File: src/rtl/nec_ir_pkg.sv
// rtl/nec_ir_pkg.sv - shared states, default timings and widths for the NEC IR transmitter
package nec_ir_pkg;

   localparam int NEC_BITS  = 32;
   localparam int NEC_CNT_W = 23;
   localparam int NEC_BIT_W = $clog2(NEC_BITS);

   localparam int unsigned DEF_LEAD_MARK    = 450_000;
   localparam int unsigned DEF_LEAD_SPACE   = 225_000;
   localparam int unsigned DEF_REP_SPACE    = 112_500;
   localparam int unsigned DEF_BIT_MARK     = 28_000;
   localparam int unsigned DEF_ZERO_SPACE   = 28_000;
   localparam int unsigned DEF_ONE_SPACE    = 84_500;
   localparam int unsigned DEF_FRAME_PERIOD = 5_500_000;
   localparam int unsigned DEF_CARRIER_HALF = 658;

   typedef enum logic [3:0] {
      ST_IDLE,
      ST_LEAD_MARK,
      ST_LEAD_SPACE,
      ST_BIT_MARK,
      ST_BIT_SPACE,
      ST_STOP_MARK,
      ST_GAP,
      ST_REP_MARK,
      ST_REP_SPACE
   } nec_state_e;

   function automatic logic is_mark(nec_state_e s);
      return (s == ST_LEAD_MARK) || (s == ST_BIT_MARK) ||
             (s == ST_STOP_MARK) || (s == ST_REP_MARK);
   endfunction

endpackage

File: src/rtl/nec_ir_tx_carrier_gen.sv
// rtl/nec_ir_tx_carrier_gen.sv - registered 50 % carrier gated by the next-cycle envelope
module ir_carrier_gen
   import nec_ir_pkg::*;
#(
   parameter int unsigned HALF = DEF_CARRIER_HALF
) (
   input  logic clk_i,
   input  logic rst_i,
   input  logic env_i,
   input  logic restart_i,
   output logic out_o
);

   logic [NEC_CNT_W-1:0] cnt_q, cnt_d;
   logic                 phase_q, phase_d;
   logic                 out_q, out_d;

   // env_i is the envelope for the coming cycle, so out_q lines up with the envelope register
   always_comb begin
      cnt_d   = cnt_q;
      phase_d = phase_q;
      if (restart_i) begin
         cnt_d   = '0;
         phase_d = 1'b1;
      end else if (env_i) begin
         if (cnt_q == NEC_CNT_W'(HALF - 1)) begin
            cnt_d   = '0;
            phase_d = ~phase_q;
         end else begin
            cnt_d = cnt_q + NEC_CNT_W'(1);
         end
      end else begin
         cnt_d   = '0;
         phase_d = 1'b0;
      end
      out_d = env_i & phase_d;
   end

   always_ff @(posedge clk_i or posedge rst_i) begin
      if (rst_i) begin
         cnt_q   <= '0;
         phase_q <= 1'b0;
         out_q   <= 1'b0;
      end else begin
         cnt_q   <= cnt_d;
         phase_q <= phase_d;
         out_q   <= out_d;
      end
   end

   assign out_o = out_q;

endmodule

File: src/rtl/nec_ir_tx.sv
// rtl/nec_ir_tx.sv - NEC IR frame and repeat-code transmitter; define IR_CARRIER_EN for on-chip carrier
module nec_ir_tx
   import nec_ir_pkg::*;
#(
   parameter int unsigned LEAD_MARK    = DEF_LEAD_MARK,
   parameter int unsigned LEAD_SPACE   = DEF_LEAD_SPACE,
   parameter int unsigned REP_SPACE    = DEF_REP_SPACE,
   parameter int unsigned BIT_MARK     = DEF_BIT_MARK,
   parameter int unsigned ZERO_SPACE   = DEF_ZERO_SPACE,
   parameter int unsigned ONE_SPACE    = DEF_ONE_SPACE,
   parameter int unsigned FRAME_PERIOD = DEF_FRAME_PERIOD
`ifdef IR_CARRIER_EN
   ,
   parameter int unsigned CARRIER_HALF = DEF_CARRIER_HALF
`endif
) (
   input  logic       sys_clk,
   input  logic       sys_rst,
   input  logic       tx_start,
   input  logic [7:0] tx_addr,
   input  logic [7:0] tx_cmd,
   input  logic       tx_repeat,
   output logic       busy,
   output logic       tx_done,
   output logic       ir_out
);

   nec_state_e           state_q, state_d;
   logic [NEC_BITS-1:0]  sr_q, sr_d;
   logic [NEC_BIT_W-1:0] bit_q, bit_d;
   logic [NEC_CNT_W-1:0] dcnt_q, dcnt_d;
   logic [NEC_CNT_W-1:0] pcnt_q, pcnt_d;
   logic [NEC_CNT_W-1:0] dur_last;
   logic                 tx_done_q, tx_done_d;
   logic                 env_d;

   always_comb begin
      dur_last = '0;
      case (state_q)
         ST_LEAD_MARK, ST_REP_MARK: dur_last = NEC_CNT_W'(LEAD_MARK - 1);
         ST_LEAD_SPACE:             dur_last = NEC_CNT_W'(LEAD_SPACE - 1);
         ST_BIT_MARK, ST_STOP_MARK: dur_last = NEC_CNT_W'(BIT_MARK - 1);
         ST_BIT_SPACE:              dur_last = sr_q[0] ? NEC_CNT_W'(ONE_SPACE - 1)
                                                       : NEC_CNT_W'(ZERO_SPACE - 1);
         ST_REP_SPACE:              dur_last = NEC_CNT_W'(REP_SPACE - 1);
         default:                   dur_last = '0;
      endcase
   end

   always_comb begin
      state_d   = state_q;
      sr_d      = sr_q;
      bit_d     = bit_q;
      tx_done_d = 1'b0;
      case (state_q)
         ST_IDLE: begin
            // a request landing on the tx_done cycle is dropped
            if (tx_start && !tx_done_q) begin
               state_d = ST_LEAD_MARK;
               sr_d    = {~tx_cmd, tx_cmd, ~tx_addr, tx_addr};
               bit_d   = '0;
            end
         end
         ST_LEAD_MARK:  if (dcnt_q == dur_last) state_d = ST_LEAD_SPACE;
         ST_LEAD_SPACE: if (dcnt_q == dur_last) state_d = ST_BIT_MARK;
         ST_BIT_MARK:   if (dcnt_q == dur_last) state_d = ST_BIT_SPACE;
         ST_BIT_SPACE: begin
            if (dcnt_q == dur_last) begin
               sr_d = sr_q >> 1;
               if (bit_q == NEC_BIT_W'(NEC_BITS - 1)) begin
                  state_d = ST_STOP_MARK;
               end else begin
                  bit_d   = bit_q + NEC_BIT_W'(1);
                  state_d = ST_BIT_MARK;
               end
            end
         end
         ST_STOP_MARK:  if (dcnt_q == dur_last) state_d = ST_GAP;
         ST_GAP: begin
            if (pcnt_q == NEC_CNT_W'(FRAME_PERIOD - 1)) begin
               if (tx_repeat) begin
                  state_d = ST_REP_MARK;
               end else begin
                  state_d   = ST_IDLE;
                  tx_done_d = 1'b1;
               end
            end
         end
         ST_REP_MARK:   if (dcnt_q == dur_last) state_d = ST_REP_SPACE;
         ST_REP_SPACE:  if (dcnt_q == dur_last) state_d = ST_STOP_MARK;
         default:       state_d = ST_IDLE;
      endcase

      dcnt_d = ((state_d != state_q) || (state_q == ST_IDLE)) ? '0 : dcnt_q + NEC_CNT_W'(1);

      // period is measured leader-start to leader-start
      if (((state_d == ST_LEAD_MARK) || (state_d == ST_REP_MARK)) && (state_d != state_q))
         pcnt_d = '0;
      else if (state_q == ST_IDLE)
         pcnt_d = '0;
      else
         pcnt_d = pcnt_q + NEC_CNT_W'(1);

      env_d = is_mark(state_d);
   end

   always_ff @(posedge sys_clk or posedge sys_rst) begin
      if (sys_rst) begin
         state_q   <= ST_IDLE;
         sr_q      <= '0;
         bit_q     <= '0;
         dcnt_q    <= '0;
         pcnt_q    <= '0;
         tx_done_q <= 1'b0;
      end else begin
         state_q   <= state_d;
         sr_q      <= sr_d;
         bit_q     <= bit_d;
         dcnt_q    <= dcnt_d;
         pcnt_q    <= pcnt_d;
         tx_done_q <= tx_done_d;
      end
   end

   assign busy    = (state_q != ST_IDLE);
   assign tx_done = tx_done_q;

`ifdef IR_CARRIER_EN
   logic mark_entry;
   assign mark_entry = env_d && (state_d != state_q);

   ir_carrier_gen #(
      .HALF (CARRIER_HALF)
   ) u_carrier (
      .clk_i     (sys_clk),
      .rst_i     (sys_rst),
      .env_i     (env_d),
      .restart_i (mark_entry),
      .out_o     (ir_out)
   );
`else
   logic ir_out_q;
   always_ff @(posedge sys_clk or posedge sys_rst) begin
      if (sys_rst) ir_out_q <= 1'b0;
      else         ir_out_q <= env_d;
   end
   assign ir_out = ir_out_q;
`endif

endmodule

File: config.mk
export PLATFORM = sky130hd
export DESIGN_NAME = nec_ir_tx
export DESIGN_NICKNAME = d
export VERILOG_FILES = /design/src/rtl/nec_ir_pkg.sv /design/src/rtl/nec_ir_tx_carrier_gen.sv /design/src/rtl/nec_ir_tx.sv
export SDC_FILE = /design/constraint.sdc
export NUM_CORES = 1
export LEC_CHECK = 0
export CORE_UTILIZATION = 50
export DETAILED_ROUTE_END_ITERATION = 12
export PLACE_DENSITY = 0.68
export REMOVE_ABC_BUFFERS = 1
export SLEW_MARGIN = 25
export SYNTH_ARGS = -nofsm -noshare
export SYNTH_HDL_FRONTEND = slang
export SYNTH_SLANG_ARGS = --single-unit
File: constraint.sdc
create_clock -name sys_clk -period 6.6 [get_ports sys_clk]
set_input_delay 1.65 -clock sys_clk [delete_from_list [all_inputs] [get_ports sys_clk]]
set_output_delay 1.65 -clock sys_clk [all_outputs]
set_load 0.01 [all_outputs]
# Yosys cells after proc, flatten, opt, wreduce, memory -nomap -nowiden
# Index checks and enable logic that the tools add are counted.
[word_totals]
reg_bits = 89
mem_count = 0
latchBits = 0
rom_bits = 0
ramBits = 0
[op_classes]
eq_ne = 19
n_mul = 0
muxes = 27
n_reduce_logical = 15
n_lt_le_gt_ge = 0
bitwise = 2
div_mod_pow = 0
add_sub_neg = 3
shifts = 0
[ops]
columns = ["operator", "n"]
rows = [
  ["case mux 19 bit (5 select lines)", 1],
  ["two-way mux 23 bit", 3],
  ["two-way mux 32 bit", 2],
  ["case mux 32 bit (2 select lines)", 1],
  ["adder 23 x 1 -> 23 bit, second input constant", 2],
  ["two-way mux 4 bit", 9],
  ["case mux 4 bit (9 select lines)", 1],
  ["== test 4 x 3 -> 1 bit, second input constant", 6],
  ["== test 23 bit", 1],
  ["== test 23 bit, second input constant", 1],
  ["two-way mux 17 bit", 1],
  ["NOT 8 bit", 2],
  ["two-way mux 5 bit", 3],
  ["== test 4 x 2 -> 1 bit, second input constant", 3],
  ["case mux 5 bit (2 select lines)", 1],
  ["== test 4 x 1 -> 1 bit, second input constant", 2],
  ["two-way mux 3 bit", 2],
  ["!= test 2 bit, second input constant", 3],
  ["adder 5 x 1 -> 5 bit, second input constant", 1],
  ["== test 5 bit, second input constant", 1],
  ["logical OR 1 bit", 5],
  ["== test 4 bit, second input constant", 1],
  ["logical NOT 4 bit", 1],
  ["!= test 4 bit", 1],
  ["8 further kinds", 12],
]

# Logic depth before layout (Yosys ltp)
# Gate-level depths: netlist (run 1).
[depth]
ltp_word = 10
depth_mapped = 12
depth_no_buf = 9

# Worst setup path before layout (run 1)
# Ideal clock, no wire load.
[synth_timing]
path_kind = "register -> register"
start = "reg state_q[1]"
end = "reg dcnt_q[10]"
setup_slack_ns = 3.894
setup_time_ns = 0.145
path_stages_with_launch = 12
t_required_ns = 6.455
arrival_time_ns = 2.561
path_cell_list = "dfrtp_1 -> buf_6 -> or4b_1 -> o32a_1 -> mux2_4 -> a21oi_4 -> and4_1 -> buf_4 -> a41oi_4 -> o22ai_4 -> buf_6 -> nor3_2"
[synth_via]
elab_chain_len = 9
[synth_rtl]
columns = ["element", "line", "rtl"]
rows = [
  ["start, declared", "nec_ir_tx.sv:28", "nec_state_e state_q, state_d;"],
  ["start signal, assigned", "nec_ir_tx.sv:116", "state_q <= state_d;"],
  ["== test 4 x 3 -> 1 bit, or another cell as far along", "nec_ir_tx.sv:39, nec_ir_tx.sv:55", ""],
  ["OR reduction 2 bit", "nec_ir_tx.sv:39", "case (state_q)"],
  ["case mux 19 bit (5 select lines)", "nec_ir_tx.sv:39", ""],
  ["== test 23 bit", "n/a", ""],
  ["two-way mux 4 bit, or another cell as far along", "nec_ir_tx.sv:90", "ST_REP_SPACE: if (dcnt_q == dur_last) state_d = ST_STOP_MARK;"],
  ["case mux 4 bit (9 select lines)", "nec_ir_tx.sv:55", "case (state_q)"],
  ["!= test 4 bit", "nec_ir_tx.sv:94", "dcnt_d = ((state_d != state_q) || (state_q == ST_IDLE)) ? '0 : dcnt_q + NEC_CNT_W'(1);"],
  ["logical OR 1 bit *", "nec_ir_tx.sv:94", ""],
  ["two-way mux 23 bit *", "nec_ir_tx.sv:94", ""],
  ["via dcnt_d[10]", "nec_ir_tx.sv:31", "logic [NEC_CNT_W-1:0] dcnt_q, dcnt_d;"],
  ["end signal, assigned", "nec_ir_tx.sv:119", "dcnt_q <= dcnt_d;"],
  ["end, declared", "nec_ir_tx.sv:31", ""],
]
# Mark *: on every way through the listed nets, which the timed path passes. The rest lies on a longest branch.
# A chain may end at the register's enable or synchronous reset.

# Final worst setup path (run 1)
[layout_timing]
start = "reg state_q[2]"
end = "reg dcnt_q[17]"
# Same word-level chain as after synthesis.

==> impl_results.md, run 1 <==
* Grt ovf at 0
* Vias at between 4k and 5k
* Worst-path clk slew at around 0.10 ns
* Pwr Density at 183.0 nW/um^2
* Sw Ratio at 0.2118
* Slowest stage cell, crit path: dfrtp_1
* Row count at 36
* Max-capacitance violation count at 0
* Final cell utilization of the core at 0.5766
* Fill count at 866
* Syn_area_per_cell at 8.981 um^2
* RSZ-0062 raised after global routing: no
* TritonCTS clock tree: done
* Ordered list of cells on the worst path: or4b_2, o32a_1, mux2_4, a21oi_4, and4_1, a41oi_4, o22ai_4, nor3_2
* Seq pwr share at 0.524
* Setup slack at placement at between 2 and 2.5 ns
* Resized cells post-CTS at 0
* Skew final at approximately 0.013 ns
* Cells after Synth at 574
* Die W at ~100 um
* Post-synthesis register bit count at just under 90
* Fin nets at 602
* Via/cell ratio at roughly 5.9
* First-pass GRT wire length at 19040 um
* Final worst setup slack at 2.259 ns
* Most common cell after layout, fill and taps aside: dfrtp_1
* Final hold slack at 0.4989 ns
* CP top delay family: simple AND/OR/NAND/NOR gates
* Worst vdd ir at 0.1435 mV
* Outcome: finished clean
* CTS Root Cell: clkbuf_8
* Max-slew violation count at 0
* Post-synth cell types at 69
* Clock latency on the worst-skew pair at 0.37 ns
* Most used cells in the layout excluding fill and tap cells: 89 x dfrtp_1, 60 x nor2_1, 58 x nand2_1
* Post-synth EDFFs at 0
* Initial core utilization at 0.5226
* Hold Crit Class: register to register
* Final Hold Violating Endpoints at 0
* Layout area overhead at 10.34%
* Seq/Total Area, Yosys at 0.4320
* Critical path data required time at ~6.8 ns
* Antenna diode count at 0
* Setup tns final at 0 ns
* CTS hold repair buffers at 0
* H-tree depth at 3
* Slew margin rel. at 0.3068
* Clock Tree Buf Depth at 2
* Detailed-router iteration count before antenna repair at 5
* Routed WL at 11220 um
* Tmin final at 4.341 ns
* Clock share of power at 0.449
* Tcrit/Tclk final at 0.6577
* Async SR Flop Fraction at 1.000
* Num Clock Sinks at 89
* Crit. End Element: register
* Initial antenna violation count at 0
* Share of layout cells above drive strength 1 at 0.1063
* Worst-path maximum fanout at 38
* Leak Pwr at 2.299 nW
* Total Routing Usage GR at 0.2171
* Kind of critical path: register to register
* Vias in the first global route at 3992
* Die height at 103.5 um
* Iteration-0 DRC Markers at ~360
* GP Congestion at 0.8764
* Largest net degree at the start of global routing at between 60 and 70
* Pint at 0.8205 mW
* Post-CTS repair timing setup buffer count at 0
* Dpl cell area at 5409 um^2
* Die area at 10720 um^2
* Wirelength per Cell at 15.66 um
* Highest Clock Rate at 230.4 MHz
* Logic pwr share at 0.027
* Design Area, Final at 5688 um^2
* Worst slew pin tran at 1.040 ns
* Net Sw Power at 0.2205 mW
* Buffers added on ports at 22
* Syn. warnings at 0
* CP arrival at about 4.6 ns
* # IOs at 23
* HPWL after detailed placement at around 7500 um
* Area of the core at 9864 um^2
* DRT antenna net count at 0
* Setup violators final at 0
* Ys flop type: dfrtp_1
* TritonCTS buffer count at 9
* Synthesized area at between 5000 and 6000 um^2
* CP startpoint kind: register
* CP max stage delay at 1.04 ns
* Remaining DRCs at 0
* Crit path buffers/inverters at 0
==> synth_stat cells, types with 2 or more instances <==
cell	instances	area [um^2]
nor4_1	6	37.54
nor3_1	17	85.08
dfrtp_1	89	2227
o21ai_0	35	175.2
or3_1	14	87.58
a31oi_1	18	112.6
nand2_1	58	217.7
nand2b_1	3	18.77
o221ai_1	2	17.52
or2_2	2	12.51
a41oi_1	2	17.52
inv_1	15	56.30
o211ai_1	5	37.54
o21a_1	4	30.03
nor2b_1	4	25.02
nor2_1	60	225.2
clkbuf_1	19	71.32
or4_1	3	22.52
xnor2_1	16	140.1
nor3_2	19	190.2
nand3_1	25	125.1
and4_1	4	35.03
nor4b_1	2	17.52
o22ai_1	2	12.51
a21oi_1	38	190.2
a211oi_1	2	15.01
nand4_1	12	75.07
inv_2	2	7.510
buf_1	2	7.510
nand3b_1	6	45.04
xor2_1	24	210.2
buf_2	10	50.05
and3_1	7	43.79
a21bo_2	2	20.02
or4b_1	3	30.03
ha_1	4	50.05
a22o_1	2	17.52
buf_6	5	56.30
==> worst register-to-register path: cells and delay by family (launching register included) <==
kind	cells	cell delay, ns
AO/OA/AOI/OAI	4	1.33
flip-flops	1	1.04
multiplexers	1	0.32
AND/OR/NAND/NOR	3	1.50
==> area by class of cell <==
class / count / area [um^2] / area share
multi-input cells: 431 / 2678 / 0.4707
flip-flops and latches: 89 / 2227 / 0.3916
repair buffers: 30 / 300.3 / 0.05279
clock buffers: 10 / 137.6 / 0.02420
clock inverters: 6 / 112.6 / 0.01980
inverters: 17 / 66.31 / 0.01166
well taps: 133 / 166.4 / 0.02926
==> power groups by stage <==
stage / Sequential [mW] / Combinational (mW) / Clock (mW)
4_1_cts: 0.545 / 0.0293 / 0.476
5_1_grt: 0.545 / 0.0327 / 0.495
2_1_floorplan: 0.556 / 0.0126 / 0
3_3_place_gp: 0.556 / 0.0288 / 0
3_5_place_dp: 0.556 / 0.0293 / 0
6_report: 0.545 / 0.0283 / 0.467
==> layer usage <==
| layer | up-vias | global-route usage | share of wire |
|---|---|---|---|
| met1 | 2041 | 0.2862 | 0.47 |
| met4 | 0 | 0.06832 | 0.010 |
| met3 | 13 | 0.05475 | 0.047 |
| li1 | 2062 | - | - |
| met5 | - | 0 | 0 |
| met2 | 105 | 0.3514 | 0.48 |
==> cell families (layout without fill, tap and decap cells) <==
logic type	after synthesis	in the layout	synth area share
buffers and inverters	54	63	0.04976
flip-flops	89	89	0.4320
adder cells (fa/ha/maj)	4	4	0.009709
AO/OA/AOI/OAI	131	131	0.1663
multiplexers	1	1	0.002912
AND/OR/NAND/NOR	255	255	0.2714
XOR/XNOR	40	40	0.06796
==> stage by stage <==
step / cells / power, mW
2_1_floorplan: 537 / 0.5687
3_3_place_gp: 699 / 0.5849
3_5_place_dp: 699 / 0.5854
4_1_cts: 715 / 1.051
5_1_grt: 716 / 1.073
6_report: 716 / 1.041
==> registers in the layout, summed over array words and instances, names as in the netlist <==
register  flops
bit_q         5
dcnt_q       23
ir_out        1
pcnt_q       23
sr_q         32
state_q       4
tx_done       1
==> worst paths after layout <==
path                       cells past startpoint          to        from  slack [ns]
max reg2reg                                    8  dcnt_q[17]  state_q[2]        2.26
min                                            1   pcnt_q[0]   pcnt_q[0]        0.50
max                                            8  dcnt_q[17]  state_q[2]        2.26
max in group asynchronous                      3  dcnt_q[20]     sys_rst        3.98
min reg2reg                                    1   pcnt_q[0]   pcnt_q[0]        0.50
min in group asynchronous                      2    bit_q[4]     sys_rst        1.75
No activity file was read; power rests on OpenSTA's default activity.
==> run 2, diff against run 1 <==
Clock period 6.6 ns to 4.25 ns, I/O delays scaled along.
==> impl_results.md, run 2 (synthesized netlist as in run 1, its figures left out) <==
* Fin nets at 606
* DRT antenna net count at 0
* Hold Crit Class: register to register
* Vias at 4227
* Final hold slack at ~0.49 ns
* Hold_sp: sr_q[31]
* Die height at ~100 um
* Initial core utilization at 0.5226
* Total Routing Usage GR at 0.2221
* Tmin final at 3.632 ns
* Biggest regs: sr_q x32, dcnt_q x23, pcnt_q x23
* TritonCTS buffer count at 9
* Layout area overhead at 9.296%
* GP Congestion at around 0.87
* RSZ-0062 raised after global routing: no
* Die area at 10720 um^2
* Area of the core at 9864 um^2
* Max-capacitance violation count at 0
* Slew margin rel. at 0.3398
* Skew final at between 0.008 and 0.009 ns
* Setup violators final at 0
* Num Clock Sinks at 89
* Worst R2R Start: state_q[3]
* Setup tns final at 0 ns
* Biggest register: sr_q
* Resized cells post-CTS at 0
* Worst vdd ir at ~0.17 mV
* Clock Tree Buf Depth at 2
* Worst-path clk slew at 0.08 ns
* CTS Root Cell: clkbuf_8
* First-pass GRT wire length at approximately 19000 um
* Critical path data required time at 4.49 ns
* Worst Setup SP: state_q[3]
* Post-CTS repair timing setup buffer count at 0
* Crit path buffers/inverters at 1
* TritonCTS clock tree: done
* CP top delay family: simple AND/OR/NAND/NOR gates
* Largest net degree at the start of global routing at 57
* Slowest stage cell, crit path: dfrtp_1
* Wirelength per Cell at 15.34 um
* Routed WL at 11010 um
* Max FFs per register at 32
* Share of layout cells above drive strength 1 at 0.1043
* Pwr Density at 257.8 nW/um^2
* Via/cell ratio at around 5.9
* Detailed-router iteration count before antenna repair at 4
* Highest Clock Rate at 275.4 MHz
* Antenna diode count at 0
* Iteration-0 DRC Markers at 223
* CP max stage delay at 1.00 ns
* Crit. End Element: register
* Most common cell after layout, fill and taps aside: dfrtp_1
* Clock latency on the worst-skew pair at 0.37 ns
* Buffers added on ports at 22
* HPWL after detailed placement at 7629 um
* # IOs at 23
* CP startpoint kind: register
* Leak Pwr at 2.279 nW
* Grt ovf at 0
* CP arrival at 3.87 ns
* Final Hold Violating Endpoints at 0
* Row count at 36
* Die W at 103.5 um
* Initial antenna violation count at 0
* Worst slew pin tran at roughly 0.99 ns
* Ordered list of cells on the worst path: or4b_1, a21oi_1, a21oi_1, nor3_1, and4_1, a41oi_4, o22ai_4, buf_4, nor3_1
* Tcrit/Tclk final at 0.8545
* Max-slew violation count at 0
* H-tree depth at 3
* Kind of critical path: register to register
* CTS hold repair buffers at 0
* Worst-path maximum fanout at 31
* Outcome: finished clean
* Most used cells in the layout excluding fill and tap cells: 89 x dfrtp_1, 60 x nor2_1, 58 x nand2_1
* Vias in the first global route at 4064
* Remaining DRCs at 0
-- run 2: cell count changes in the layout (fill, tap and decap cells not counted), sizes merged --
cell,delta
buf,+4
clkbuf,+1
inv,-2
clkinv,+1
bufinv,-2
-- run 2: path summary, 6_finish.rpt --
kind / end / slack [ns] / depth (start not counted)
setup / recovery: dcnt_q[3] / 0.62 / 9
hold / removal: sr_q[31] / 0.49 / 1
setup reg to reg: dcnt_q[3] / 0.62 / 9
hold reg to reg: sr_q[31] / 0.49 / 1
max in group asynchronous: dcnt_q[8] / 2.49 / 3
min in group asynchronous: pcnt_q[15] / 1.07 / 2
-- run 2: per-stage QoR --
stage	instances	worst slack, ns	total power [mW]	util	area [um^2]
floorplan	537	0.1871	0.8832	-	4962
global placement	704	0.8211	0.9097	0.5534	5459
detailed placement	704	0.7340	0.9098	0.5534	5459
CTS	718	0.6888	1.474	0.5712	5634
global route	718	0.4210	1.513	0.5712	5634
finish	718	0.6184	1.453	0.5712	5634
-- run 2: cell type report --
type	count	area (um^2)
Timing Repair Buffer	34	322.8
Tap cell	133	166.4
Multi-Input combinational cell	431	2678
Clock buffer	11	131.4
Sequential cell	89	2227
Fill cell	880	4230
Inverter	17	65.06
Clock inverter	3	43.79
-- run 2: per-layer routing --
layer	GRT usage	vias up	share of wire
met3	0.05160	17	0.048
met2	0.3442	91	0.46
met5	0	-	0
met4	0.07764	0	0.017
li1	-	2079	-
met1	0.3051	2040	0.48
-- run 2: power breakdown --
| part | leakage (nW) | internal [mW] | switching (mW) |
|---|---|---|---|
| Sequential | 1.10 | 0.846 | 0.000190 |
| Combinational | 1.09 | 0.0201 | 0.0246 |
| Clock | 0.0892 | 0.266 | 0.295 |
| Total | 2.28 | 1.13 | 0.320 |
==> run 3, diff against run 2 <==
Settings changed: SETUP_SLACK_MARGIN set to 0.3.
==> results of run 3 <==
The final DEF is identical to that of run 2; final timing and power are the same.
